===== src/rtl/snake_pixel_gen.sv =====
// rtl/snake_pixel_gen.sv - snake body store, mover/collision logic and registered pixel classifier
// Optional: define SNAKE_WRAP_EN for wrap-around edges (no wall cells, no wall deaths).
module snake_pixel_gen #(
  parameter int MAX_LEN   = 16,
  parameter int INIT_LEN  = 3,
  parameter int GRID_W    = 40,
  parameter int GRID_H    = 30,
  parameter int BLK_SHIFT = 4,
  localparam int LW       = $clog2(MAX_LEN + 1)
) (
  input  logic          clk,
  input  logic          rst,
  input  logic [1:0]    state,
  input  logic          move_tick,
  input  logic [1:0]    dir,
  input  logic [11:0]   EggPos,
  input  logic [9:0]    X_Pos,
  input  logic [9:0]    Y_Pos,
  output logic [2:0]    pixel,
  output logic          egg_eaten,
  output logic          dead,
  output logic [LW-1:0] length
);

  localparam logic [1:0] ST_IDLE = 2'b00;
  localparam logic [1:0] ST_RUN  = 2'b01;
  localparam logic [1:0] DIR_UP    = 2'b00;
  localparam logic [1:0] DIR_DOWN  = 2'b01;
  localparam logic [1:0] DIR_LEFT  = 2'b10;
  localparam logic [1:0] DIR_RIGHT = 2'b11;
  localparam int X_LIMIT = GRID_W << BLK_SHIFT;
  localparam int Y_LIMIT = GRID_H << BLK_SHIFT;

  localparam logic [2:0] PIX_BG   = 3'd0;
  localparam logic [2:0] PIX_WALL = 3'd1;
  localparam logic [2:0] PIX_HEAD = 3'd2;
  localparam logic [2:0] PIX_BODY = 3'd3;
  localparam logic [2:0] PIX_EGG  = 3'd4;

  logic [5:0] seg_col [MAX_LEN];
  logic [5:0] seg_row [MAX_LEN];
  logic [1:0] heading, pending;

  logic [1:0] eff_dir;
  logic [5:0] nxt_col, nxt_row;
  logic       move_ok, grow, wall_hit, self_hit;

  logic [5:0] px_col, px_row;
  logic       in_area, hit_head, hit_body, hit_egg, hit_wall;
  logic [2:0] pix_next;

  // Opposite headings differ only in bit 0, so a reversal request keeps the current heading.
  always_comb begin
    eff_dir = (pending == {heading[1], ~heading[0]}) ? heading : pending;
    nxt_col = seg_col[0];
    nxt_row = seg_row[0];
    case (eff_dir)
      DIR_UP: begin
        nxt_row = seg_row[0] - 6'd1;
`ifdef SNAKE_WRAP_EN
        if (seg_row[0] == 6'd0) nxt_row = 6'(GRID_H - 1);
`endif
      end
      DIR_DOWN: begin
        nxt_row = seg_row[0] + 6'd1;
`ifdef SNAKE_WRAP_EN
        if (seg_row[0] == 6'(GRID_H - 1)) nxt_row = 6'd0;
`endif
      end
      DIR_LEFT: begin
        nxt_col = seg_col[0] - 6'd1;
`ifdef SNAKE_WRAP_EN
        if (seg_col[0] == 6'd0) nxt_col = 6'(GRID_W - 1);
`endif
      end
      default: begin
        nxt_col = seg_col[0] + 6'd1;
`ifdef SNAKE_WRAP_EN
        if (seg_col[0] == 6'(GRID_W - 1)) nxt_col = 6'd0;
`endif
      end
    endcase

    move_ok = move_tick && (state == ST_RUN) && !dead;
    grow    = ({nxt_col, nxt_row} == EggPos);
`ifdef SNAKE_WRAP_EN
    wall_hit = 1'b0;
`else
    wall_hit = (nxt_col == 6'd0) || (nxt_col == 6'(GRID_W - 1)) ||
               (nxt_row == 6'd0) || (nxt_row == 6'(GRID_H - 1));
`endif
    // The tail vacates its cell on a normal move, so it only blocks when the snake grows.
    self_hit = 1'b0;
    for (int i = 0; i < MAX_LEN; i++) begin
      if ((((i + 1) < int'(length)) || (grow && ((i + 1) == int'(length)))) &&
          (seg_col[i] == nxt_col) && (seg_row[i] == nxt_row))
        self_hit = 1'b1;
    end
  end

  always_comb begin
    in_area  = (int'(X_Pos) < X_LIMIT) && (int'(Y_Pos) < Y_LIMIT);
    px_col   = X_Pos[BLK_SHIFT +: 6];
    px_row   = Y_Pos[BLK_SHIFT +: 6];
    hit_head = (seg_col[0] == px_col) && (seg_row[0] == px_row);
    hit_body = 1'b0;
    for (int i = 1; i < MAX_LEN; i++) begin
      if ((i < int'(length)) && (seg_col[i] == px_col) && (seg_row[i] == px_row))
        hit_body = 1'b1;
    end
    hit_egg = ({px_col, px_row} == EggPos);
`ifdef SNAKE_WRAP_EN
    hit_wall = 1'b0;
`else
    hit_wall = (px_col == 6'd0) || (px_col == 6'(GRID_W - 1)) ||
               (px_row == 6'd0) || (px_row == 6'(GRID_H - 1));
`endif
    pix_next = PIX_BG;
    if (!in_area)      pix_next = PIX_BG;
    else if (hit_head) pix_next = PIX_HEAD;
    else if (hit_body) pix_next = PIX_BODY;
    else if (hit_egg)  pix_next = PIX_EGG;
    else if (hit_wall) pix_next = PIX_WALL;
  end

  always_ff @(posedge clk or negedge rst) begin
    if (!rst) begin
      for (int i = 0; i < MAX_LEN; i++) begin
        seg_col[i] <= 6'(GRID_W / 2 - i);
        seg_row[i] <= 6'(GRID_H / 2);
      end
      heading   <= DIR_RIGHT;
      pending   <= DIR_RIGHT;
      length    <= LW'(INIT_LEN);
      pixel     <= PIX_BG;
      egg_eaten <= 1'b0;
      dead      <= 1'b0;
    end else if (state == ST_IDLE) begin
      for (int i = 0; i < MAX_LEN; i++) begin
        seg_col[i] <= 6'(GRID_W / 2 - i);
        seg_row[i] <= 6'(GRID_H / 2);
      end
      heading   <= DIR_RIGHT;
      pending   <= DIR_RIGHT;
      length    <= LW'(INIT_LEN);
      pixel     <= PIX_BG;
      egg_eaten <= 1'b0;
      dead      <= 1'b0;
    end else begin
      pending   <= dir;
      pixel     <= pix_next;
      egg_eaten <= 1'b0;
      if (move_ok) begin
        if (wall_hit || self_hit) begin
          dead <= 1'b1;
        end else begin
          for (int i = 1; i < MAX_LEN; i++) begin
            seg_col[i] <= seg_col[i-1];
            seg_row[i] <= seg_row[i-1];
          end
          seg_col[0] <= nxt_col;
          seg_row[0] <= nxt_row;
          heading    <= eff_dir;
          if (grow) begin
            egg_eaten <= 1'b1;
            if (int'(length) < MAX_LEN) length <= length + LW'(1);
          end
        end
      end
    end
  end

endmodule


===== config.mk =====
export PLATFORM = sky130hd
export DESIGN_NAME = snake_pixel_gen
export DESIGN_NICKNAME = d
export VERILOG_FILES = /design/src/rtl/snake_pixel_gen.sv
export SDC_FILE = /design/constraint.sdc
export NUM_CORES = 1
export LEC_CHECK = 0
export CAP_MARGIN = 20
export CORE_MARGIN = 10
export CORE_UTILIZATION = 50
export CTS_CLUSTER_SIZE = 20
export DETAILED_ROUTE_END_ITERATION = 12
export PLACE_DENSITY = 0.67
export SYNTH_ARGS = -nofsm -noshare
export SYNTH_HDL_FRONTEND = slang
export SYNTH_SLANG_ARGS = --single-unit
export TNS_END_PERCENT = 5

===== constraint.sdc =====
create_clock -name clk -period 6.7 [get_ports clk]
set_input_delay 1.005 -clock clk [delete_from_list [all_inputs] [get_ports clk]]
set_output_delay 1.005 -clock clk [all_outputs]
set_load 0.05 [all_outputs]

==> key figures, run 1 <==
STA
  – Worst-Margin Slew: 1160 ps
  – Endpoints failing setup: 0
  – Final TNS setup: 0 ps
  – Max-slew violations: 0
  – Period utilization: 0.925
  – Fin crit period: slightly above 6000 ps
  – Worst Clk Skew: ~16 ps
  – Fmax: about 160 MHz
  – RSZ-0062 raised after global routing: no
  – Slew headroom: 0.225
  – Final Hold Viols: 0

Cells and area
  – Fin area: 0.0170 mm2
  – Final std cells w/o fill: around 2200
  – Fin nets: 1816
  – ANT cells: 0
  – Layout cell share with drive strength beyond 1: 0.138
  – Area grow syn2layout: 11.2%

Route
  – Drt drc: 0
  – Total Wirelength: ~55000 um
  – Vias: 14260
  – WL/cell: between 20 and 30 um
  – Drt pass-1 iters: 6
  – DRT iter0 DRCs: 1770
  – Detail Route Antenna Nets: 0
  – Via/cell ratio: 6.55

Global route
  – Pin count of the biggest net entering global routing: 119
  – Total Routing Usage GR: 0.277
  – Initial antenna violation count: 1
  – Vias in the first global route: approximately 13000
  – Gr ovfl total: 0
  – First-pass GRT wire length: ~84000 um

Synthesis
  – Count leader, synth: xnor2_1
  – Sequential area share after synthesis: 0.345
  – EDFF count, synth: 0
  – Mux cell area share after synthesis: 0.0175
  – Async SR Flop Fraction: 1.00
  – Largest family of logic cells by synthesized area: XOR/XNOR gates
  – Top_reg_cell synth: dfstp_2
  – Mapped Nets: around 1900
  – #FFs+latches synth: 206
  – Yosys warning total: 0
  – Post-Synth XOR/XNOR Area: 0.243
  – Adder-cell share of the synthesized area: 0.0132
  – Mean Syn Cell Area: 8.51 um2
  – Commonest cells in the netlist: xnor2_1 (242), xor2_1 (161), nor2_1 (121)
  – Synth Area in Compound Gates: 0.118
  – Area share of the largest cell type after synthesis: 0.183
  – Synth top area cells: dfstp_2 (18%), dfrtp_1 (16%), xnor2_1 (14%), xor2_1 (9.2%), nor3_1 (3.9%)
  – Simple-gate share of the synthesized area: 0.212
  – Post-Syn Area: 0.0153 mm2
  – Synth unique cells: 74
  – Mapped Cells: roughly 1800
  – Most area-hungry cell type in the Yosys netlist: dfstp_2

Pwr
  – Net Sw Frac: 0.358
  – Internal Power: 2.82 mW
  – Comb power frac: 0.332
  – Seq pwr share: 0.336
  – PwrDens: between 200 and 300 mW/mm2
  – VDD IR-drop max: between 0.00015 and 0.0002 V
  – Clock power frac: 0.332
  – Leak Pwr: about 6.3 nW
  – Sw Pwr: between 1.5 and 2 mW

Place
  – Port buffer count: 40
  – Post-placement cell count: around 2100
  – Dpl hpwl: 35700 um
  – Placer congestion estimate: 1.03
  – Placed Area: approximately 0.016 mm2

Setup path
  – Depth of the worst register-to-register path: 16
  – Critical-path top delay cell: nor2_4
  – CP Class: reg2reg
  – CP Depth: 16
  – Delay-heaviest family, CP: simple AND/OR/NAND/NOR gates
  – Arrival @ worst endpoint: between 6000 and 7000 ps
  – Buf/Inv on CP: 1
  – Critical path, cell by cell: xor2_2 > mux2i_4 > and2_1 > ha_1 > a21oi_1 > nor2_1 > o21a_1 > nor3_4 > xnor2_1 > and4b_1 > or3_1 > a221o_1 > or4_4 > nor2_4 > buf_4 > o21ai_0
  – Crit Path Max Fanout: 45
  – CP Data Required Time: 7100 ps
  – Crit start category: register
  – Max incr delay on CP: 900 ps
  – Critical Path Sink Type: register

Clock tree
  – Clock Path Buffers: 3
  – Cts repair resizes: 0
  – Clk slew on worst S/H paths: around 60 ps
  – H-tree depth: 1
  – TritonCTS clock tree: yes
  – CTS root buf: clkbuf_16
  – Hold-fix buffers at CTS: 0
  – Post-CTS Setup Inserts: 0
  – CTS Buf Count: 24
  – Clock Latency Late Sink: 540 ps
  – CTS sink cnt: between 200 and 250

Floorplanning
  – IO Pins: between 40 and 50
  – Die span in x: approximately 200 um
  – Cell Rows: 64
  – Die area: roughly 0.038 mm2
  – Die height: 195 um
  – Core area: 0.0304 mm2
  – Starting Density: 0.504

Status
  – Run status: completed

Run
  – Max-Cap Viols: 0

Min path
  – Worst hold path type: in2async
## power by group through the flow
stage | Sequential [mW] | Combinational (mW) | Clock [mW]
final | 1.47 | 1.46 | 1.46
after global routing | 1.48 | 1.55 | 1.51
after CTS | 1.47 | 1.42 | 1.47
after detailed placement | 1.49 | 1.41 | 0
after global placement | 1.49 | 1.39 | 0
after floorplan | 1.43 | 1.00 | 0
## final timing paths
check | from | end | slack, ps
max in group asynchronous | rst | seg_col[38]$_DFFE_PN0P_ | 5060
worst max-delay path | heading[1]$_DFFE_PN1P_ | seg_row[16]$_DFFE_PN0P_ | 500
min in group clk | seg_col[27]$_DFFE_PN1P_ | seg_col[27]$_DFFE_PN1P_ | 540
worst max register to register | heading[1]$_DFFE_PN1P_ | seg_row[16]$_DFFE_PN0P_ | 500
worst min-delay path | rst | seg_col[90]$_DFFE_PN0P_ | 500
worst min register to register | seg_col[27]$_DFFE_PN1P_ | seg_col[27]$_DFFE_PN1P_ | 540
## kinds of logic (layout without fill, tap and decap cells)
logic type,after synthesis,in the layout
DFF,206,206
muxes,18,18
buffers and inverters,193,172
and+or+nand+nor,648,648
adders and majority gates,15,15
AOI/OAI and AO/OA,309,309
xor gates and xnor gates,412,412
## metal layers
metal / GRT usage / up-vias / part of all wire / routed length (um)
li1: - / 6186 / - / -
met1: 0.373 / 7002 / 0.40 / 22300
met2: 0.420 / 892 / 0.44 / 24200
met3: 0.0588 / 180 / 0.11 / 5980
met4: 0.125 / 0 / 0.048 / 2620
met5: 0 / - / 0 / 0
## through the flow
stage | total power [mW] | hold WS, ps | utilization | setup slack (ps)
2_1_floorplan | 2.43 | 493 | - | 1080
3_3_place_gp | 2.87 | 526 | 0.531 | 764
3_5_place_dp | 2.90 | 528 | 0.531 | 642
4_1_cts | 4.35 | 536 | 0.559 | 595
5_1_grt | 4.54 | 564 | 0.560 | 299
6_report | 4.39 | 500 | 0.560 | 503
## worst reg2reg max path, stage by stage (launching register included)
cell	delay, ps
dfstp_2	570
xor2_2	190
mux2i_4	290
and2_1	280
ha_1	280
a21oi_1	350
nor2_1	140
o21a_1	230
nor3_4	470
xnor2_1	220
and4b_1	340
or3_1	340
a221o_1	390
or4_4	480
nor2_4	900
buf_4	460
o21ai_0	140
## sequential cells by signal, summed over array words and instances, names as in the netlist
register   flops
length         5
egg_eaten      1
pending        2
heading        2
seg_col       96
dead           1
seg_row       96
pixel          3
## layout make-up
cell class | instances | area (um2)
Clock buffer | 30 | 654
Clock inverter | 14 | 211
Fill cell | 2777 | 13400
Inverter | 22 | 82.6
Multi-Input combinational cell | 1402 | 9330
Sequential cell | 206 | 5290
Tap cell | 396 | 495
Timing Repair Buffer | 106 | 982
## cells in the final DEF (no fill, tap or decap), types with 9 or more instances in the layout
master | synthesis | routed
clkbuf_16 | 0 | 25
xor2_1 | 161 | 161
dfstp_2 | 107 | 107
inv_1 | 22 | 22
nor2_1 | 121 | 120
a21oi_1 | 113 | 113
nor3_1 | 118 | 118
nor4_1 | 52 | 51
clkdlybuf4s50_1 | 0 | 39
nand4_1 | 48 | 48
or4_1 | 13 | 12
nand3_1 | 115 | 115
dfrtp_1 | 99 | 99
ha_1 | 13 | 13
xnor2_1 | 242 | 242
nand2_1 | 113 | 111
buf_4 | 2 | 60
mux2i_1 | 11 | 11
o31ai_1 | 10 | 10
or3_1 | 9 | 9
a31oi_1 | 23 | 23
o21ai_0 | 96 | 96
nand2b_1 | 12 | 12
Note: power is estimated with default switching activity, not from simulation.
==> inputs of run 2 (changes only) <==
--- a/config.mk
+++ b/config.mk
@@ -5,12 +5,15 @@
 export SDC_FILE = /design/constraint.sdc
 export NUM_CORES = 1
 export LEC_CHECK = 0
+export ABC_AREA = 1
 export CAP_MARGIN = 20
+export CELL_PAD_IN_SITES_DETAIL_PLACEMENT = 1
+export CELL_PAD_IN_SITES_GLOBAL_PLACEMENT = 2
 export CORE_MARGIN = 10
-export CORE_UTILIZATION = 50
+export CORE_UTILIZATION = 36
 export CTS_CLUSTER_SIZE = 20
 export DETAILED_ROUTE_END_ITERATION = 12
-export PLACE_DENSITY = 0.67
+export PLACE_DENSITY_LB_ADDON = 0.1
 export SYNTH_ARGS = -nofsm -noshare
 export SYNTH_HDL_FRONTEND = slang
 export SYNTH_SLANG_ARGS = --single-unit
==> key figures, run 2 <==
Status
  – Run status: completed (unchanged)

Synthesis
  – #FFs+latches synth: 206 (unchanged)
  – Synth top area cells: dfstp_2 (17%), nand2_1 (17%), dfrtp_1 (15%), xor2_1 (10%), nand3_1 (10%) (was dfstp_2 (18%), dfrtp_1 (16%), xnor2_1 (14%), xor2_1 (9.2%), nor3_1 (3.9%))
  – Yosys warning total: 0 (unchanged)
  – Most area-hungry cell type in the Yosys netlist: dfstp_2 (unchanged)
  – Count leader, synth: nand2_1 (was xnor2_1)
  – Mean Syn Cell Area: 6.80 um2 (was 8.51 um2)
  – Sequential area share after synthesis: 0.317 (was 0.345)
  – EDFF count, synth: 0 (unchanged)
  – Mapped Cells: 2452 (was 1801)
  – Top_reg_cell synth: dfstp_2 (unchanged)
  – Mapped Nets: 2506 (was 1855)
  – Synth unique cells: 53 (was 74)
  – Area share of the largest cell type after synthesis: 0.169 (was 0.183)
  – Commonest cells in the netlist: nand2_1 (738), nand3_1 (332), nor2_1 (211) (was xnor2_1 (242), xor2_1 (161), nor2_1 (121))
  – Post-Syn Area: 0.0167 mm2 (was 0.0153 mm2)
  – Async SR Flop Fraction: 1.00 (unchanged)

Cells and area
  – Area grow syn2layout: 11.6% (was 11.2%)
  – Fin area: 0.0186 mm2 (was 0.0170 mm2)
  – Commonest cells after routing, fill and taps aside: nand2_1 (737), nand3_1 (332), nor2_1 (210) (was xnor2_1 (242), xor2_1 (161), nor2_1 (120))
  – Fin nets: 2485 (was 1816)
  – Leading cell type in the layout, fill and taps excluded: nand2_1 (was xnor2_1)
  – Largest regs: seg_col (96), seg_row (96), length (5) (unchanged)
  – Layout cell share with drive strength beyond 1: 0.104 (was 0.138)

Setup path
  – Worst R2R End: seg_row[88]$_DFFE_PN0P_ (was seg_row[16]$_DFFE_PN0P_)
  – R2r setup slk: 1290 ps (was 500 ps)
  – CP Launch Point: pending[1]$_DFF_PN1_ (was heading[1]$_DFFE_PN1P_)
  – Crit Path Max Fanout: 52 (was 45)
  – CP Data Required Time: 7170 ps (was 7100 ps)
  – Critical Path Sink Type: register (unchanged)
  – Arrival @ worst endpoint: 5880 ps (was 6600 ps)
  – Crit start category: register (unchanged)
  – Critical Path Sink: seg_row[88]$_DFFE_PN0P_ (was seg_row[16]$_DFFE_PN0P_)
  – Depth of the worst register-to-register path: 27 (was 16)
  – CP Class: reg2reg (unchanged)
  – Reg2reg start: pending[1]$_DFF_PN1_ (was heading[1]$_DFFE_PN1P_)

Clock tree
  – CTS root buf: clkbuf_16 (unchanged)
  – TritonCTS clock tree: yes (unchanged)
  – Post-CTS Setup Inserts: 0 (unchanged)
  – CTS Buf Count: 28 (was 24)
  – H-tree depth: 1 (unchanged)
  – Clock Latency Late Sink: 610 ps (was 540 ps)
  – Clock Path Buffers: 3 (unchanged)
  – Clk slew on worst S/H paths: 60 ps (about the same)
  – Cts repair resizes: 0 (unchanged)
  – Hold-fix buffers at CTS: 0 (unchanged)
  – CTS sink cnt: 206 (unchanged)

Place
  – Placer congestion estimate: 0.899 (was 1.03)
  – Port buffer count: 40 (unchanged)
  – Placed Area: 0.0176 mm2 (was 0.0162 mm2)
  – Dpl hpwl: 53100 um (was 35700 um)

Route
  – Vias: 17106 (was 14260)
  – Drt pass-1 iters: 5 (was 6)
  – DRT iter0 DRCs: 1343 (was 1770)
  – Drt drc: 0 (unchanged)
  – WL/cell: 25.4 um (was 25.3 um)
  – Total Wirelength: 77500 um (was 55100 um)
  – Detail Route Antenna Nets: 0 (unchanged)
  – Via/cell ratio: 5.60 (was 6.55)

STA
  – Fin crit period: 5410 ps (was 6200 ps)
  – Slew headroom: 0.184 (was 0.225)
  – Final TNS setup: 0 ps (unchanged)
  – Worst Clk Skew: 34.2 ps (was 16.1 ps)
  – Worst-Margin Slew: 1210 ps (was 1160 ps)
  – Max-slew violations: 0 (unchanged)
  – Endpoints failing setup: 0 (unchanged)
  – Period utilization: 0.807 (was 0.925)
  – RSZ-0062 raised after global routing: no (unchanged)
  – Final Hold Viols: 0 (unchanged)
  – Fmax: 185 MHz (was 161 MHz)

Floorplanning
  – Starting Density: 0.366 (was 0.504)
  – Die span in x: 235 um (was 195 um)
  – Core area: 0.0456 mm2 (was 0.0304 mm2)
  – Die area: 0.0553 mm2 (was 0.0381 mm2)
  – IO Pins: 49 (unchanged)
  – Die height: 235 um (was 195 um)
  – Cell Rows: 78 (was 64)

Global route
  – First-pass GRT wire length: 116000 um (was 83700 um)
  – Vias in the first global route: 17556 (was 13491)
  – Initial antenna violation count: 0 (was 1)
  – Total Routing Usage GR: 0.270 (was 0.277)
  – Pin count of the biggest net entering global routing: 110 (was 119)
  – Gr ovfl total: 0 (unchanged)

Pwr
  – VDD IR-drop max: 0.000389 V (was 0.000175 V)
  – Leak Pwr: 9.07 nW (was 6.32 nW)
  – PwrDens: 426 mW/mm2 (was 257 mW/mm2)

Min path
  – Worst hold path type: in2async (unchanged)

Run
  – Max-Cap Viols: 0 (unchanged)
==> run 2: worst min-delay path by stage <==
stage / startpoint / to / depth (start not counted)
final: rst / seg_col[90]$_DFFE_PN0P_ / 1
after global routing: rst / seg_col[90]$_DFFE_PN0P_ / 1
after CTS: seg_row[0]$_DFFE_PN1P_ / seg_row[0]$_DFFE_PN1P_ / 2
after detailed placement: seg_row[0]$_DFFE_PN1P_ / seg_row[0]$_DFFE_PN1P_ / 2
after global placement: heading[0]$_DFFE_PN1P_ / heading[0]$_DFFE_PN1P_ / 2
after floorplan: heading[0]$_DFFE_PN1P_ / heading[0]$_DFFE_PN1P_ / 2
==> run 2: final cells by class <==
cell class	count	area (um2)
fill	5828	27000
multi-input combinational	1902	9920
sequential	206	5290
clock buffer	37	847
timing repair buffer	84	808
inverter	209	790
tap	600	751
clock inverter	15	190
antenna	1	2.50
==> run 2: cells by family (layout without fill, tap and decap cells) <==
kind of cell | count (synthesis) | count (layout) | synth area share
AND/OR/NAND/NOR | 1523 | 1523 | 0.407
other | 0 | 1 | 0
XOR/XNOR | 263 | 263 | 0.138
flip-flops | 206 | 206 | 0.317
AO/OA/AOI/OAI | 101 | 101 | 0.0363
buffers and inverters | 344 | 345 | 0.0892
adder cells (fa/ha/maj) | 15 | 15 | 0.0122
==> run 2: power breakdown <==
part / internal (mW) / total (mW) / switching, mW / leakage (nW)
registers: 1.77 / 2.33 / 0.564 / 2.48
clock network: 1.04 / 1.70 / 0.659 / 0.519
logic: 1.23 / 3.89 / 2.66 / 6.07
==> run 2: metal layers <==
| layer | part of all wire | global-route usage | up-vias |
|---|---|---|---|
| li1 | - | - | 7861 |
| met1 | 0.45 | 0.359 | 8628 |
| met2 | 0.46 | 0.440 | 476 |
| met3 | 0.047 | 0.0294 | 141 |
| met4 | 0.043 | 0.109 | 0 |
| met5 | 0 | 0 | - |
==> run 2: worst max-delay path: stages (launching register included) <==
cell and delay [ps]:
dfstp_2 800, inv_1 110, buf_4 230, nand3_1 280
inv_1 90, fa_1 520, nand2_1 60, nand2_1 420
nand2_1 100, nand2_1 80, nand2_1 70, nor2_1 140
nand3_1 90, nor2_1 110, nand2_1 160, nor2_4 210
nand4_1 290, nand2_1 140, nand2_1 140, nand2_1 120
nor2_1 60, nand2_2 150, nor2_4 80, nand2_8 280
buf_12 300, nand2_1 90, nand2_1 70, inv_1 40
==> run 2: metrics by stage <==
| stage | hold WS, ps | utilization | std cells | setup slack (ps) | total power [mW] |
|---|---|---|---|---|---|
| 2_1_floorplan | 461 | - | 2452 | 3130 | 4.80 |
| 3_3_place_gp | 475 | 0.385 | 2999 | 1320 | 6.06 |
| 3_5_place_dp | 488 | 0.385 | 3001 | 1190 | 6.18 |
| 4_1_cts | 496 | 0.408 | 3053 | 1190 | 7.91 |
| 5_1_grt | 510 | 0.408 | 3053 | 762 | 8.42 |
| 6_report | 428 | 0.408 | 3054 | 1290 | 7.92 |
==> inputs of run 3 (changes only) <==
==> constraint.sdc (replaced) <==
create_clock -name clk -period 5.16 [get_ports clk]
set_input_delay 0.774 -clock clk [delete_from_list [all_inputs] [get_ports clk]]
set_output_delay 0.774 -clock clk [all_outputs]
set_load 0.05 [all_outputs]
==> key figures, run 3 (same netlist as run 2, synthesis figures left out) <==
Global route
  – First-pass GRT wire length: 117000 um (was 116000 um)
  – Gr ovfl total: 0 (unchanged)
  – Initial antenna violation count: 1 (was 0)
  – Pin count of the biggest net entering global routing: 101 (was 110)
  – Total Routing Usage GR: 0.276 (was 0.270)
  – Vias in the first global route: 17708 (was 17556)

STA
  – Worst Clk Skew: 18.1 ps (was 34.2 ps)
  – Endpoints failing setup: 0 (unchanged)
  – Max-slew violations: 0 (unchanged)
  – Final TNS setup: 0 ps (unchanged)
  – Fmax: 203 MHz (was 185 MHz)
  – Final Hold Viols: 0 (unchanged)
  – Worst-Margin Slew: 1060 ps (was 1210 ps)
  – WHS: 166 ps (was 428 ps)
  – Slew headroom: 0.285 (was 0.184)
  – Period utilization: 0.955 (was 0.807)
  – RSZ-0062 raised after global routing: no (unchanged)
  – Fin crit period: 4930 ps (was 5410 ps)

Cells and area
  – Area grow syn2layout: 13.3% (was 11.6%)
  – Leading cell type in the layout, fill and taps excluded: nand2_1 (unchanged)
  – Commonest cells after routing, fill and taps aside: nand2_1 (738), nand3_1 (332), nor2_1 (210) (was nand2_1 (737), nand3_1 (332), nor2_1 (210))
  – Fillers: 5768 (was 5828)
  – ANT cells: 0 (was 1)
  – Fin area: 0.0189 mm2 (was 0.0186 mm2)
  – Layout cell share with drive strength beyond 1: 0.114 (was 0.104)
  – Fin nets: 2511 (was 2485)
  – Largest regs: seg_col (96), seg_row (96), length (5) (unchanged)
  – Multi-input gate area: 0.00995 mm2 (was 0.00992 mm2)
  – Register area: 0.00529 mm2 (unchanged)
  – Final core occ: 0.414 (was 0.408)

Min path
  – Worst hold path type: in2async (unchanged)

Pwr
  – Tot Pwr: 10.4 mW (was 7.92 mW)
  – Leak Pwr: 9.21 nW (was 9.07 nW)
  – VDD IR-drop max: 0.000422 V (was 0.000389 V)
  – PwrDens: 551 mW/mm2 (was 426 mW/mm2)

Setup path
  – CP Data Required Time: 5670 ps (was 7170 ps)
  – Arrival @ worst endpoint: 5440 ps (was 5880 ps)
  – Critical-path top delay cell: nor3_1 (was dfstp_2)
  – Crit start category: register (unchanged)
  – R2r setup slk: 230 ps (was 1290 ps)
  – Top cell by count, worst path: nand2_1 (unchanged)
  – Critical Path Sink Type: register (unchanged)
  – Delay-heaviest family, CP: simple AND/OR/NAND/NOR gates (unchanged)
  – Crit Path Max Fanout: 35 (was 52)
  – Max incr delay on CP: 550 ps (was 800 ps)
  – CP Class: reg2reg (unchanged)
  – Buf/Inv on CP: 3 (was 5)

Run
  – Max-Cap Viols: 0 (unchanged)

Floorplanning
  – Die height: 235 um (unchanged)
  – Starting Density: 0.366 (unchanged)
  – IO Pins: 49 (unchanged)
  – Cell Rows: 78 (unchanged)
  – Die span in x: 235 um (unchanged)
  – Die area: 0.0553 mm2 (unchanged)
  – Core area: 0.0456 mm2 (unchanged)

Route
  – DRT iter0 DRCs: 1266 (was 1343)
  – Detail Route Antenna Nets: 0 (unchanged)
  – Via/cell ratio: 5.58 (was 5.60)
  – Vias: 17175 (was 17106)
  – Drt drc: 0 (unchanged)
  – Drt pass-1 iters: 5 (unchanged)
  – WL/cell: 25.8 um (was 25.4 um)
  – Total Wirelength: 79300 um (was 77500 um)

Clock tree
  – Clk slew on worst S/H paths: 60 ps (about the same)
  – CTS root buf: clkbuf_16 (unchanged)
  – H-tree depth: 1 (unchanged)
  – CTS sink cnt: 206 (unchanged)
  – CTS Buf Count: 27 (was 28)
  – Clock Latency Late Sink: 590 ps (was 610 ps)
  – Clock Path Buffers: 3 (unchanged)
  – TritonCTS clock tree: yes (unchanged)

Place
  – Dpl hpwl: 57300 um (was 53100 um)
  – Port buffer count: 40 (unchanged)
  – Placer congestion estimate: 0.965 (was 0.899)
  – Placed Area: 0.0178 mm2 (was 0.0176 mm2)

Status
  – Run status: completed (unchanged)
[run 3: area by class of cell]
type | instances | area share
clock inverters | 18 | 0.0138
multi-input cells | 1902 | 0.527
inverters | 209 | 0.0418
repair buffers | 111 | 0.0578
clock buffers | 32 | 0.0400
well taps | 600 | 0.0398
flip-flops and latches | 206 | 0.280
[run 3: power by group]
group	leakage [nW]	switching (mW)	internal (mW)
registers	2.48	0.749	2.30
logic	6.24	3.47	1.70
clock network	0.488	0.848	1.34
total	9.21	5.06	5.34
[run 3: final timing paths]
kind                                        start                 endpoint  cells after the start
max                          pending[1]$_DFF_PN1_  seg_col[90]$_DFFE_PN0P_                     25
min                                           rst  seg_col[78]$_DFFE_PN0P_                      1
max reg2reg                  pending[1]$_DFF_PN1_  seg_col[90]$_DFFE_PN0P_                     25
min reg2reg                heading[0]$_DFFE_PN1P_   heading[0]$_DFFE_PN1P_                      2
max in group asynchronous                     rst  seg_col[67]$_DFFE_PN0P_                      2
min in group clk           heading[0]$_DFFE_PN1P_   heading[0]$_DFFE_PN1P_                      2
[run 3: repair_timing]
item                       4_1_cts  5_1_grt
buffers inserted                 0        2
setup endpoints to repair        0      200
hold buffers                     0        0
gates resized for setup          0        6
[run 3: metrics by stage]
stage	setup WS (ps)	cells
floorplan	1590	2452
global placement	144	3025
detailed placement	102	3026
CTS	84.2	3076
global route	30.2	3078
finish	233	3078
[run 3: metal layers]
metal | wire [um] | global-route usage | vias to the layer above | part of all wire
met1 | 34300 | 0.349 | 8684 | 0.43
met4 | 3740 | 0.120 | 2 | 0.047
li1 | - | - | 7912 | -
met5 | 11 | 0 | - | 0.00014
met3 | 3610 | 0.0339 | 140 | 0.045
met2 | 37700 | 0.465 | 437 | 0.47
